File: src/rtl/uart_pkg.sv
// rtl/uart_pkg.sv - shared UART constants: byte width, TX sequencer states, cfg bit positions
package uart_pkg;

  localparam int UART_DW = 8;

  typedef logic [UART_DW-1:0] uart_byte_t;

  localparam logic [1:0] S_IDLE    = 2'd0;
  localparam logic [1:0] S_REQ     = 2'd1;
  localparam logic [1:0] S_WAIT_HI = 2'd2;
  localparam logic [1:0] S_WAIT_LO = 2'd3;

  // cfg register layout, common to this block and the transmitter
  localparam int CFG_EN_BIT     = 0;
  localparam int CFG_PARITY_BIT = 1;
  localparam int CFG_STOP2_BIT  = 2;
  localparam int CFG_BAUD_LSB   = 4;
  localparam int CFG_BAUD_MSB   = 15;

endpackage

File: src/rtl/sync_fifo_mem.sv
// rtl/sync_fifo_mem.sv - byte register-array FIFO with pointers, level and sticky overflow
module sync_fifo_mem
  import uart_pkg::*;
#(
  parameter int DEPTH = 8,
  parameter int AW    = 3
) (
  input  logic          clk,
  input  logic          rst_n,
  input  logic          flush_i,
  input  logic          push_i,
  input  uart_byte_t    wr_data_i,
  input  logic          pop_i,
  output uart_byte_t    rd_data_o,
  output logic          full_o,
  output logic          empty_o,
  output logic [AW:0]   level_o,
  output logic          overflow_o
);

  uart_byte_t    mem_q [DEPTH];
  logic [AW-1:0] wr_ptr_q, wr_ptr_d;
  logic [AW-1:0] rd_ptr_q, rd_ptr_d;
  logic [AW:0]   level_q, level_d;
  logic          overflow_q, overflow_d;
  logic          do_wr, do_rd;

  assign full_o     = (level_q == (AW+1)'(DEPTH));
  assign empty_o    = (level_q == '0);
  assign level_o    = level_q;
  assign overflow_o = overflow_q;
  assign rd_data_o  = mem_q[rd_ptr_q];

  // flush wins over both ports; full is judged on the pre-cycle level
  assign do_wr = push_i && !full_o && !flush_i;
  assign do_rd = pop_i && !empty_o && !flush_i;

  always_comb begin
    wr_ptr_d   = wr_ptr_q;
    rd_ptr_d   = rd_ptr_q;
    level_d    = level_q;
    overflow_d = overflow_q;
    if (flush_i) begin
      wr_ptr_d   = '0;
      rd_ptr_d   = '0;
      level_d    = '0;
      overflow_d = 1'b0;
    end else begin
      if (do_wr) wr_ptr_d = wr_ptr_q + AW'(1);
      if (do_rd) rd_ptr_d = rd_ptr_q + AW'(1);
      level_d = level_q + (AW+1)'(do_wr) - (AW+1)'(do_rd);
      if (push_i && full_o) overflow_d = 1'b1;
    end
  end

  always_ff @(posedge clk or negedge rst_n) begin
    if (!rst_n) begin
      wr_ptr_q   <= '0;
      rd_ptr_q   <= '0;
      level_q    <= '0;
      overflow_q <= 1'b0;
    end else begin
      wr_ptr_q   <= wr_ptr_d;
      rd_ptr_q   <= rd_ptr_d;
      level_q    <= level_d;
      overflow_q <= overflow_d;
    end
  end

  always_ff @(posedge clk) begin
    if (do_wr) mem_q[wr_ptr_q] <= wr_data_i;
  end

endmodule

File: src/rtl/uart_tx_fifo.sv
// rtl/uart_tx_fifo.sv - TX byte queue with request/busy issue sequencer toward the UART transmitter
module uart_tx_fifo
  import uart_pkg::*;
#(
  parameter int DEPTH       = 8,
  parameter int AW          = 3,
  parameter int REQ_TIMEOUT = 4
) (
  input  logic          clk,
  input  logic          rst_n,
  input  uart_byte_t    wr_data_i,
  input  logic          wr_en_i,
  input  logic          flush_i,
  output logic          full_o,
  output logic          empty_o,
  output logic [AW:0]   level_o,
  output logic          overflow_o,
  output logic          tx_drop_o,
  output uart_byte_t    tx_data_o,
  output logic          tx_req_o,
  input  logic          tx_busy_i
);

  localparam int TW = $clog2(REQ_TIMEOUT + 1);

  logic [1:0]    state_q, state_d;
  logic [TW-1:0] timer_q, timer_d;
  uart_byte_t    tx_data_q, tx_data_d;
  logic          tx_req_q, tx_req_d;
  logic          tx_drop_q, tx_drop_d;
  logic          pop;
  uart_byte_t    fifo_rd_data;

  sync_fifo_mem #(.DEPTH(DEPTH), .AW(AW)) u_mem (
    .clk        (clk),
    .rst_n      (rst_n),
    .flush_i    (flush_i),
    .push_i     (wr_en_i),
    .wr_data_i  (wr_data_i),
    .pop_i      (pop),
    .rd_data_o  (fifo_rd_data),
    .full_o     (full_o),
    .empty_o    (empty_o),
    .level_o    (level_o),
    .overflow_o (overflow_o)
  );

  always_comb begin
    state_d   = state_q;
    timer_d   = timer_q;
    tx_data_d = tx_data_q;
    tx_req_d  = 1'b0;
    tx_drop_d = tx_drop_q;
    pop       = 1'b0;
    case (state_q)
      S_IDLE: begin
        if (!empty_o && !tx_busy_i) begin
          pop       = 1'b1;
          tx_data_d = fifo_rd_data;
          tx_req_d  = 1'b1;
          state_d   = S_REQ;
        end
      end
      S_REQ: begin
        timer_d = '0;
        state_d = S_WAIT_HI;
      end
      S_WAIT_HI: begin
        // an unanswered request is abandoned so later bytes are not blocked
        if (tx_busy_i) begin
          state_d = S_WAIT_LO;
        end else if (timer_q == TW'(REQ_TIMEOUT - 1)) begin
          tx_drop_d = 1'b1;
          state_d   = S_IDLE;
        end else begin
          timer_d = timer_q + TW'(1);
        end
      end
      S_WAIT_LO: begin
        if (!tx_busy_i) state_d = S_IDLE;
      end
      default: state_d = S_IDLE;
    endcase
    if (flush_i) tx_drop_d = 1'b0;
  end

  always_ff @(posedge clk or negedge rst_n) begin
    if (!rst_n) begin
      state_q   <= S_IDLE;
      timer_q   <= '0;
      tx_data_q <= '0;
      tx_req_q  <= 1'b0;
      tx_drop_q <= 1'b0;
    end else begin
      state_q   <= state_d;
      timer_q   <= timer_d;
      tx_data_q <= tx_data_d;
      tx_req_q  <= tx_req_d;
      tx_drop_q <= tx_drop_d;
    end
  end

  assign tx_data_o = tx_data_q;
  assign tx_req_o  = tx_req_q;
  assign tx_drop_o = tx_drop_q;

endmodule

File: config.mk
export PLATFORM = sky130hd
export DESIGN_NAME = uart_tx_fifo
export DESIGN_NICKNAME = d
export VERILOG_FILES = /design/src/rtl/uart_pkg.sv /design/src/rtl/sync_fifo_mem.sv /design/src/rtl/uart_tx_fifo.sv
export SDC_FILE = /design/constraint.sdc
export NUM_CORES = 1
export LEC_CHECK = 0
export ABC_AREA = 0
export CORE_MARGIN = 2
export CORE_UTILIZATION = 40
export DETAILED_ROUTE_END_ITERATION = 8
export GPL_ROUTABILITY_DRIVEN = 0
export HOLD_SLACK_MARGIN = 0.05
export PLACE_DENSITY = 0.63
export SETUP_SLACK_MARGIN = 0.02
export SYNTH_ARGS = -nofsm -noshare
export SYNTH_HDL_FRONTEND = slang
export SYNTH_SLANG_ARGS = --single-unit
File: constraint.sdc
create_clock -name clk -period 2.5 [get_ports clk]
set_input_delay 0.25 -clock clk [delete_from_list [all_inputs] [get_ports clk]]
set_output_delay 0.25 -clock clk [all_outputs]
set_load 0.02 [all_outputs]
Word-level counts from Yosys, hierarchy flattened
Memory sizes are Yosys's and may differ from the RTL's. A register that Yosys moved wholly into a read port is not among the register bits.
Cells that the tools add are included.
- bits in registers: 18
- memory bits (writable): 64
- input port bits: 13
- output and inout bits: 17
- word-level logic and storage cells: 71
- memories kept: 1
- add/sub/neg operators: 5
- eq/ne operators: 11
- multiplexer cells: 23
- reductions and logical operators: 23
- memory list (name ; depth ; bits a word ; rd ports ; clocked after memory_dff ; wr ports ; line ; source):
    u_mem.mem_q ; 8 ; 8 ; 1 ; 1 ; 1 ; sync_fifo_mem.sv:21 ; uart_byte_t mem_q [DEPTH];
- operators with widths (cell ; count):
    2-to-1 mux 3 bit ; 6
    nonzero test 2 bit ; 6
    2-to-1 mux 1 bit ; 10
    inequality test 2 bit, second input constant ; 5
    adder 3 x 1 -> 3 bit, second input constant ; 3
    AND reduction 3 bit ; 3
    2-to-1 mux 2 bit ; 4
    case mux 2 bit (4 select lines) ; 1
    logical AND 1 bit ; 6
    case mux 3 bit (2 select lines) ; 1
    logical NOT 1 bit ; 5
    adder 4 x 1 -> 4 bit ; 1
    equality test 2 bit, second input constant ; 2
    equality test 4 bit, second input constant ; 1
    logical NOT 4 bit ; 1
    2-to-1 mux 4 bit ; 1
    subtractor 4 x 1 -> 4 bit ; 1
    equality test 3 x 2 -> 1 bit, second input constant ; 1
    inequality test 3 bit, second input constant ; 1
    equality test 2 x 1 -> 1 bit, second input constant ; 1
    logical NOT 2 bit ; 1
    AND reduction 2 bit ; 1

Logic depth before layout (Yosys ltp)
Gate-level depths: netlist (run 1).
- depth after elaboration: 9
- gate-level depth with buffers: 13
- gate-level depth less buffers: 12

Hierarchy
A second synthesis (run 1) with hierarchy kept.
- cell total of the unflattened synthesis: 222
- area total of the unflattened synthesis: 3848.7 µm²
- modules (own cells, without submodules) (module ; instances ; cells each ; area an instance (µm²) ; seq. area each (µm²)):
    sync_fifo_mem ; 1 ; 170 ; 3189.3 ; 2197.1
    uart_tx_fifo ; 1 ; 52 ; 659.4 ; 375.4

Worst setup path after synthesis (run 1)
Ideal clock, no wire load.
- path kind: reg2reg
- start point: register u_mem.level_q[2] (netlist: u_mem.level_o[2])
- end point: register u_mem.level_q[2] (netlist: u_mem.level_o[2])
- library setup time: 0.132 ns
- data arrival time: 2.545 ns
- data required time: 2.368 ns
- setup slack: -0.177 ns
- cell stages (with the launch flop): 13
- path buffers: 1
- period minus slack after synthesis: 2.677 ns
- cells stage by stage: dfrtp_1 > inv_1 > ha_1 > nor3b_2 > nor4_4 > buf_6 > nor2b_1 > ha_1 > inv_1 > ha_1 > fa_1 > xnor2_1 > nor2_1
- longest elaborated chain between the ends: 9
- elaborated cells between the ends (all ways): 14
- classes of those cells: 2 x add/sub; 1 x eq/ne; 3 x mux; 8 x reduce/logical
- ends and longest elaborated chain (element ; line ; source):
    from (decl) ; sync_fifo_mem.sv:24 ; logic [AW:0] level_q, level_d;
    from (signal assigned) ; sync_fifo_mem.sv:65 ; level_q <= level_d;
    logical NOT 4 bit * ; sync_fifo_mem.sv:29 ; assign empty_o = (level_q == '0);
    via empty_o ; uart_tx_fifo.sv:15 ; output logic empty_o,
    logical NOT 1 bit * ; sync_fifo_mem.sv:36, uart_tx_fifo.sv:57 ;
    logical AND 1 bit ; uart_tx_fifo.sv:57 ; if (!empty_o && !tx_busy_i) begin
    2-to-1 mux 1 bit ; uart_tx_fifo.sv:57 ;
    2-to-1 mux 1 bit ; uart_tx_fifo.sv:55 ; case (state_q)
    logical AND 1 bit * (2 in a row) ; sync_fifo_mem.sv:36 ; assign do_rd = pop_i && !empty_o && !flush_i;
    subtractor 4 x 1 -> 4 bit * ; sync_fifo_mem.sv:51 ; level_d = level_q + (AW+1)'(do_wr) - (AW+1)'(do_rd);
    2-to-1 mux 4 bit * ; sync_fifo_mem.sv:43 ; if (flush_i) begin
    via u_mem.level_d[2] ; sync_fifo_mem.sv:24 ;
The timed path passes the listed nets; every way through them passes the cells marked *.
A chain may end at the register's enable or synchronous reset.

Worst setup path after layout (run 1)
- start point: register u_mem.level_q[2] (netlist: u_mem.level_o[2])
- end point: output full_o
- longest elaborated chain between the ends: 1
- ends and longest elaborated chain (element ; line ; source):
    equality test 4 bit ; sync_fifo_mem.sv:28 ; assign full_o = (level_q == (AW+1)'(DEPTH));
    to (decl) ; uart_tx_fifo.sv:14 ; output logic full_o,
Every way passes these cells.

==> flow_summary.yaml, run 1 <==
status:
  status: "finished clean"
synthesis:
  netlist_area_sq_mm: 0.003787
  synth.distinct_cells: 34
  synth_area_leaders: "edfxtp_1 51%, dfrtp_1 17%, mux2i_1 8.7%"
  synth_area_leader_cell: "edfxtp_1"
  yosysSeqAreaShare: 0.6792
  yosys.area.top_type_share: 0.5074
  synth-seq-cells: 90
  synth.net_count: 285
  synth_warnings: 0
  syn_avg_cell_area_sq_um: 14.51
  netlist_instances: 261
global_routing:
  track_usage: 0.1513
  grt_overflow: 0
  antenna_found_initial: 0
  grt_max_degree: 35
  grt_pass1_wl_um: 11390
  grt_pass1_vias: 2182
drt:
  drt-total-wl_um: 6960
  antenna_left: 0
  drc_errors: 0
  dr.pass1.iters: 4
  num_vias: 2147
  avgRoutedWirePerCell_um: 16.53
  vias_per_cell: 5.100
  drt_iter0_drc: 151
finish:
  nets: 329
  final_util: 0.4830
  final_common_cell: "edfxtp_1"
  n_antenna_cell: 0
  drive_above_1_share: 0.1290
  area_growth_pct: 17.28
  fin_cells: 421
  final_cell_area_sq_mm: 0.004442
  layout_common_cells: "64 x edfxtp_1, 33 x mux2i_1, 29 x clkdlybuf4s50_1"
sta:
  skew_ns: 0.009996
  rsz0062_at_grt: "no"
  fmax_ghz: 0.4308
  worst_slew_pin_slew_ns: 0.8230
  timing_hold_violations_final: 0
  setup_viol: 0
  period_share: 0.9285
  maxSlewViolCount: 0
  layout_min_cycle_time_ns: 2.321
  relSlewSlack: 0.4493
placed_design:
  io_buffers: 29
  post_dp_cell_area_sq_mm: 0.004264
  hpwlAfterDp_um: 4539
  dp.cells: 405
clock_network:
  clk_latency_ns: 0.35
  cts.hold.buffers_added: 0
  clk_pin_slew_ns: 0.09
  post_cts_buffers: 0
  ctsResizeCount: 0
  cts-root-buf: "clkbuf_8"
  clockBufferDepth: 2
  cts_sinks: 90
  ctsHtreeMaxLevel: 3
  cts_buffers: 9
  cts_tree: "yes"
critical_path:
  path_class: "flip-flop to output port"
  end_kind: "output port"
  cp-start-kind: "flip-flop"
  crit_fanout: 4
  crit_arrival_ns: 2.07
  worstPathRequired_ns: 2.25
pwr:
  p_int_mw: 2.594
  swShare: 0.3026
  p_sw_mw: 1.126
  power_frac_seq: 0.507
  power_leakage_nw: 1.576
  pwr_density_cell_mw_per_mm2: 837.4
  combPwrFrac: 0.253
  clkPwrFrac: 0.239
  ir_worst_vdd_uv: 267.5
floorplanning:
  die-area_sq_mm: 0.01026
  num_io_pins: 30
  die_w_um: 101.3
  start_util: 0.4118
  rows: 35
  core_sq_mm: 0.009196
  die_h_um: 101.3
hold_path:
  hold_path.class: "primary input to asynchronous set/reset pin"
flow_run:
  cap_viol_max_count: 0
==> cell type report <==
class / count / area (sq um)
inverter: 16 / 60.06
clock buffer: 10 / 127.6
clock inverter: 6 / 50.05
tap: 111 / 138.9
sequential: 90 / 2575
timing repair buffer: 44 / 402.9
multi-input combinational: 144 / 1087
fill: 818 / 4755
==> cells in the mapped netlist <==
master	instances
or3b_4	1
mux2_2	1
o22a_1	1
buf_1	1
nor3b_2	2
o31a_1	1
a22oi_1	16
o21ai_0	9
inv_1	15
nor4_4	1
buf_4	2
nor2_1	21
a21oi_1	4
o21ai_1	2
fa_1	1
buf_6	3
nor2b_1	6
nand2_1	8
a21o_1	2
nor3_1	2
and2_1	1
inv_2	1
buf_2	2
nand3_1	10
and4bb_2	1
clkbuf_1	3
mux2i_1	33
ha_1	10
xor2_1	2
dfrtp_1	26
a31oi_1	2
edfxtp_1	64
xnor2_1	4
nand2b_1	3
==> per-stage QoR <==
stage	hold WS [ns]	power (mW)	TNS [ns]	setup slack, ns
floorplan	-0.04559	2.510	-0.01999	-0.01999
global placement	0.4781	2.849	0	0.1841
detailed placement	0.4774	2.877	0	0.1511
CTS	0.2454	3.766	0	0.1398
global route	0.2793	3.943	0	0.02805
finish	0.2530	3.720	0	0.1788
==> layer usage <==
layer / vias to the layer above / wire, um / GRT usage
met1: 1059 / 3321 / 0.2079
met2: 41 / 3267 / 0.2236
met3: 10 / 225 / 0.02830
met4: 0 / 145 / 0.09148
li1: 1037 / - / -
met5: - / 0 / 0
==> flip-flops by register name, summed over array words and instances (netlist names) <==
register / cells
u_mem.mem_q: 64
tx_data_o: 8
u_mem.level_o: 4
timer_q: 3
u_mem.rd_ptr_q: 3
u_mem.wr_ptr_q: 3
state_q: 2
tx_drop_o: 1
tx_req_o: 1
u_mem.overflow_o: 1
==> worst max-delay path, stage by stage (launching register included) <==
cell	delay [ns]
dfrtp_2	0.42
inv_2	0.07
ha_1	0.13
or3b_4	0.40
inv_2	0.09
clkdlybuf4s50_1	0.60
==> cells by family after synthesis <==
logic type                 Yosys count  synth area share
DFF                                 90            0.6792
buffers and inverters               27           0.03534
and+or+nand+nor                     56           0.07962
muxes                               34           0.09019
AOI/OAI and AO/OA                   37           0.06343
xor gates and xnor gates             6           0.01388
adders and majority gates           11           0.03832
==> path summary, 6_finish.rpt <==
path | depth (start not counted) | from | endpoint | slack, ns
setup / recovery | 5 | u_mem.level_o[2] | full_o | 0.18
hold / removal | 2 | rst_n | u_mem.rd_ptr_q[0] | 0.25
setup reg to reg | 11 | u_mem.level_o[2] | u_mem.level_o[2] | 0.20
hold reg to reg | 2 | timer_q[2] | timer_q[2] | 0.50
max in group asynchronous | 2 | rst_n | u_mem.level_o[3] | 1.99
min in group clk | 2 | timer_q[2] | timer_q[2] | 0.50
==> power by group through the flow <==
| stage | clock (mW) | combinational (mW) | sequential (mW) |
|---|---|---|---|
| floorplan | 0 | 0.514 | 2.00 |
| global placement | 0 | 0.937 | 1.91 |
| detailed placement | 0 | 0.954 | 1.92 |
| CTS | 0.921 | 0.955 | 1.89 |
| global route | 0.984 | 1.05 | 1.91 |
| finish | 0.890 | 0.942 | 1.89 |
Note: power is estimated with default switching activity, not from simulation.
==> run 2: changes to the inputs <==
--- a/config.mk
+++ b/config.mk
@@ -6,12 +6,11 @@
 export NUM_CORES = 1
 export LEC_CHECK = 0
 export ABC_AREA = 0
-export CORE_MARGIN = 2
-export CORE_UTILIZATION = 40
+export CORE_UTILIZATION = 45
 export DETAILED_ROUTE_END_ITERATION = 8
 export GPL_ROUTABILITY_DRIVEN = 0
 export HOLD_SLACK_MARGIN = 0.05
-export PLACE_DENSITY = 0.63
+export PLACE_DENSITY = 0.69
 export SETUP_SLACK_MARGIN = 0.02
 export SYNTH_ARGS = -nofsm -noshare
 export SYNTH_HDL_FRONTEND = slang
==> flow_summary.yaml, run 2 (same netlist as run 1, synthesis figures left out) <==
sta:
  fmax_ghz: 0.4303
  rsz0062_at_grt: "no"
  timing_hold_violations_final: 0
  layout_min_cycle_time_ns: 2.324
  period_share: 0.9296
  relSlewSlack: 0.5214
  maxSlewViolCount: 0
  skew_ns: 0.01550
  setup_viol: 0
  worst_slew_pin_slew_ns: 0.7164
clock_network:
  cts-root-buf: "clkbuf_8"
  cts_sinks: 90
  clockBufferDepth: 2
  ctsHtreeMaxLevel: 3
  cts_buffers: 9
  cts.hold.buffers_added: 0
  cts_tree: "yes"
  post_cts_buffers: 0
  clk_pin_slew_ns: 0.09
  clk_latency_ns: 0.36
  ctsResizeCount: 0
critical_path:
  rr_worst_depth: 11
  cpMaxStageDelayCell: "clkdlybuf4s50_1"
  cp_common_cell: "inv_2"
  worstPathCellList: "inv_2 > ha_1 > or3b_4 > inv_2 > clkdlybuf4s50_1"
  cpPeakStageDelay_ns: 0.60
  crit_fanout: 4
  path_class: "flip-flop to output port"
  crit_arrival_ns: 2.07
  end_kind: "output port"
  worstPathRequired_ns: 2.25
  cp-start-kind: "flip-flop"
global_routing:
  grt_pass1_vias: 2094
  grt_overflow: 0
  grt_max_degree: 35
  grt_pass1_wl_um: 10700
  track_usage: 0.1702
  antenna_found_initial: 0
finish:
  layout_common_cells: "64 x edfxtp_1, 33 x mux2i_1, 29 x clkdlybuf4s50_1"
  largest_reg_flops: 64
  final_util: 0.5418
  drive_above_1_share: 0.1262
  largest-register: "u_mem.mem_q"
  nets: 328
  final_common_cell: "edfxtp_1"
  n_antenna_cell: 0
  area_growth_pct: 16.95
flow_run:
  cap_viol_max_count: 0
drt:
  drt_iter0_drc: 132
  dr.pass1.iters: 6
  drt-total-wl_um: 6786
  vias_per_cell: 5.234
  antenna_left: 0
  drc_errors: 0
  num_vias: 2167
  avgRoutedWirePerCell_um: 16.39
pwr:
  ir_worst_vdd_uv: 300.5
  combPwrFrac: 0.252
  power_frac_seq: 0.506
  clkPwrFrac: 0.243
  swShare: 0.3039
  pwr_density_cell_mw_per_mm2: 840.9
  p_int_mw: 2.592
  finalPower_mw: 3.725
  p_sw_mw: 1.132
  power_leakage_nw: 1.568
floorplanning:
  start_util: 0.4633
  die-area_sq_mm: 0.008787
  rows: 33
  core_sq_mm: 0.008175
  die_w_um: 93.74
  num_io_pins: 30
  die_h_um: 93.74
hold_path:
  hold_path.class: "primary input to asynchronous set/reset pin"
placed_design:
  hpwlAfterDp_um: 4324
  io_buffers: 29
status:
  status: "finished clean"
## run 2: worst paths after layout
path,start,slack (ns),end
worst max register to register,u_mem.level_o[2],0.19,u_mem.level_o[2]
worst max-delay path,u_mem.level_o[2],0.18,full_o
worst min-delay path,rst_n,0.25,tx_data_o[0]
max in group asynchronous,rst_n,1.99,u_mem.level_o[3]
min in group clk,timer_q[2],0.49,timer_q[2]
worst min register to register,timer_q[2],0.49,timer_q[2]
## run 2: critical path, delay by kind of cell (launching register included)
kind / cells / cell delay, ns
buffers and inverters: 3 / 0.77
DFF: 1 / 0.42
and+or+nand+nor: 1 / 0.40
adders and majority gates: 1 / 0.13
## run 2: metal layers
| layer | share of wire | up-vias | track usage |
|---|---|---|---|
| met4 | 0.014 | 0 | 0.08333 |
| met3 | 0.052 | 8 | 0.04369 |
| met5 | 0 | - | 0 |
| li1 | - | 1038 | - |
| met2 | 0.47 | 58 | 0.2567 |
| met1 | 0.47 | 1063 | 0.2285 |
## run 2: metrics by stage
| stage | setup WS, ns | cell area [sq um] | hold WS (ns) | TNS [ns] | instances |
|---|---|---|---|---|---|
| floorplan | -0.01999 | 3796 | -0.04559 | -0.01999 | 261 |
| global placement | 0.1668 | 4249 | 0.4731 | 0 | 398 |
| detailed placement | 0.1535 | 4249 | 0.4752 | 0 | 398 |
| CTS | 0.1572 | 4429 | 0.2491 | 0 | 414 |
| global route | 0.07688 | 4429 | 0.2578 | 0 | 414 |
| finish | 0.1761 | 4429 | 0.2479 | 0 | 414 |
## run 2: power by group through the flow
stage | Clock [mW] | Sequential, mW | Combinational, mW
2_1_floorplan | 0 | 2.00 | 0.514
3_3_place_gp | 0 | 1.91 | 0.928
3_5_place_dp | 0 | 1.92 | 0.945
4_1_cts | 0.925 | 1.89 | 0.947
5_1_grt | 0.987 | 1.90 | 1.03
6_report | 0.904 | 1.88 | 0.937
## run 2: cell type report
type	count	area [sq um]
flip-flops and latches	90	2575
multi-input cells	144	1087
well taps	105	131.4
inverters	16	60.06
fillers	688	3746
clock inverters	6	52.55
clock buffers	10	127.6
repair buffers	43	395.4
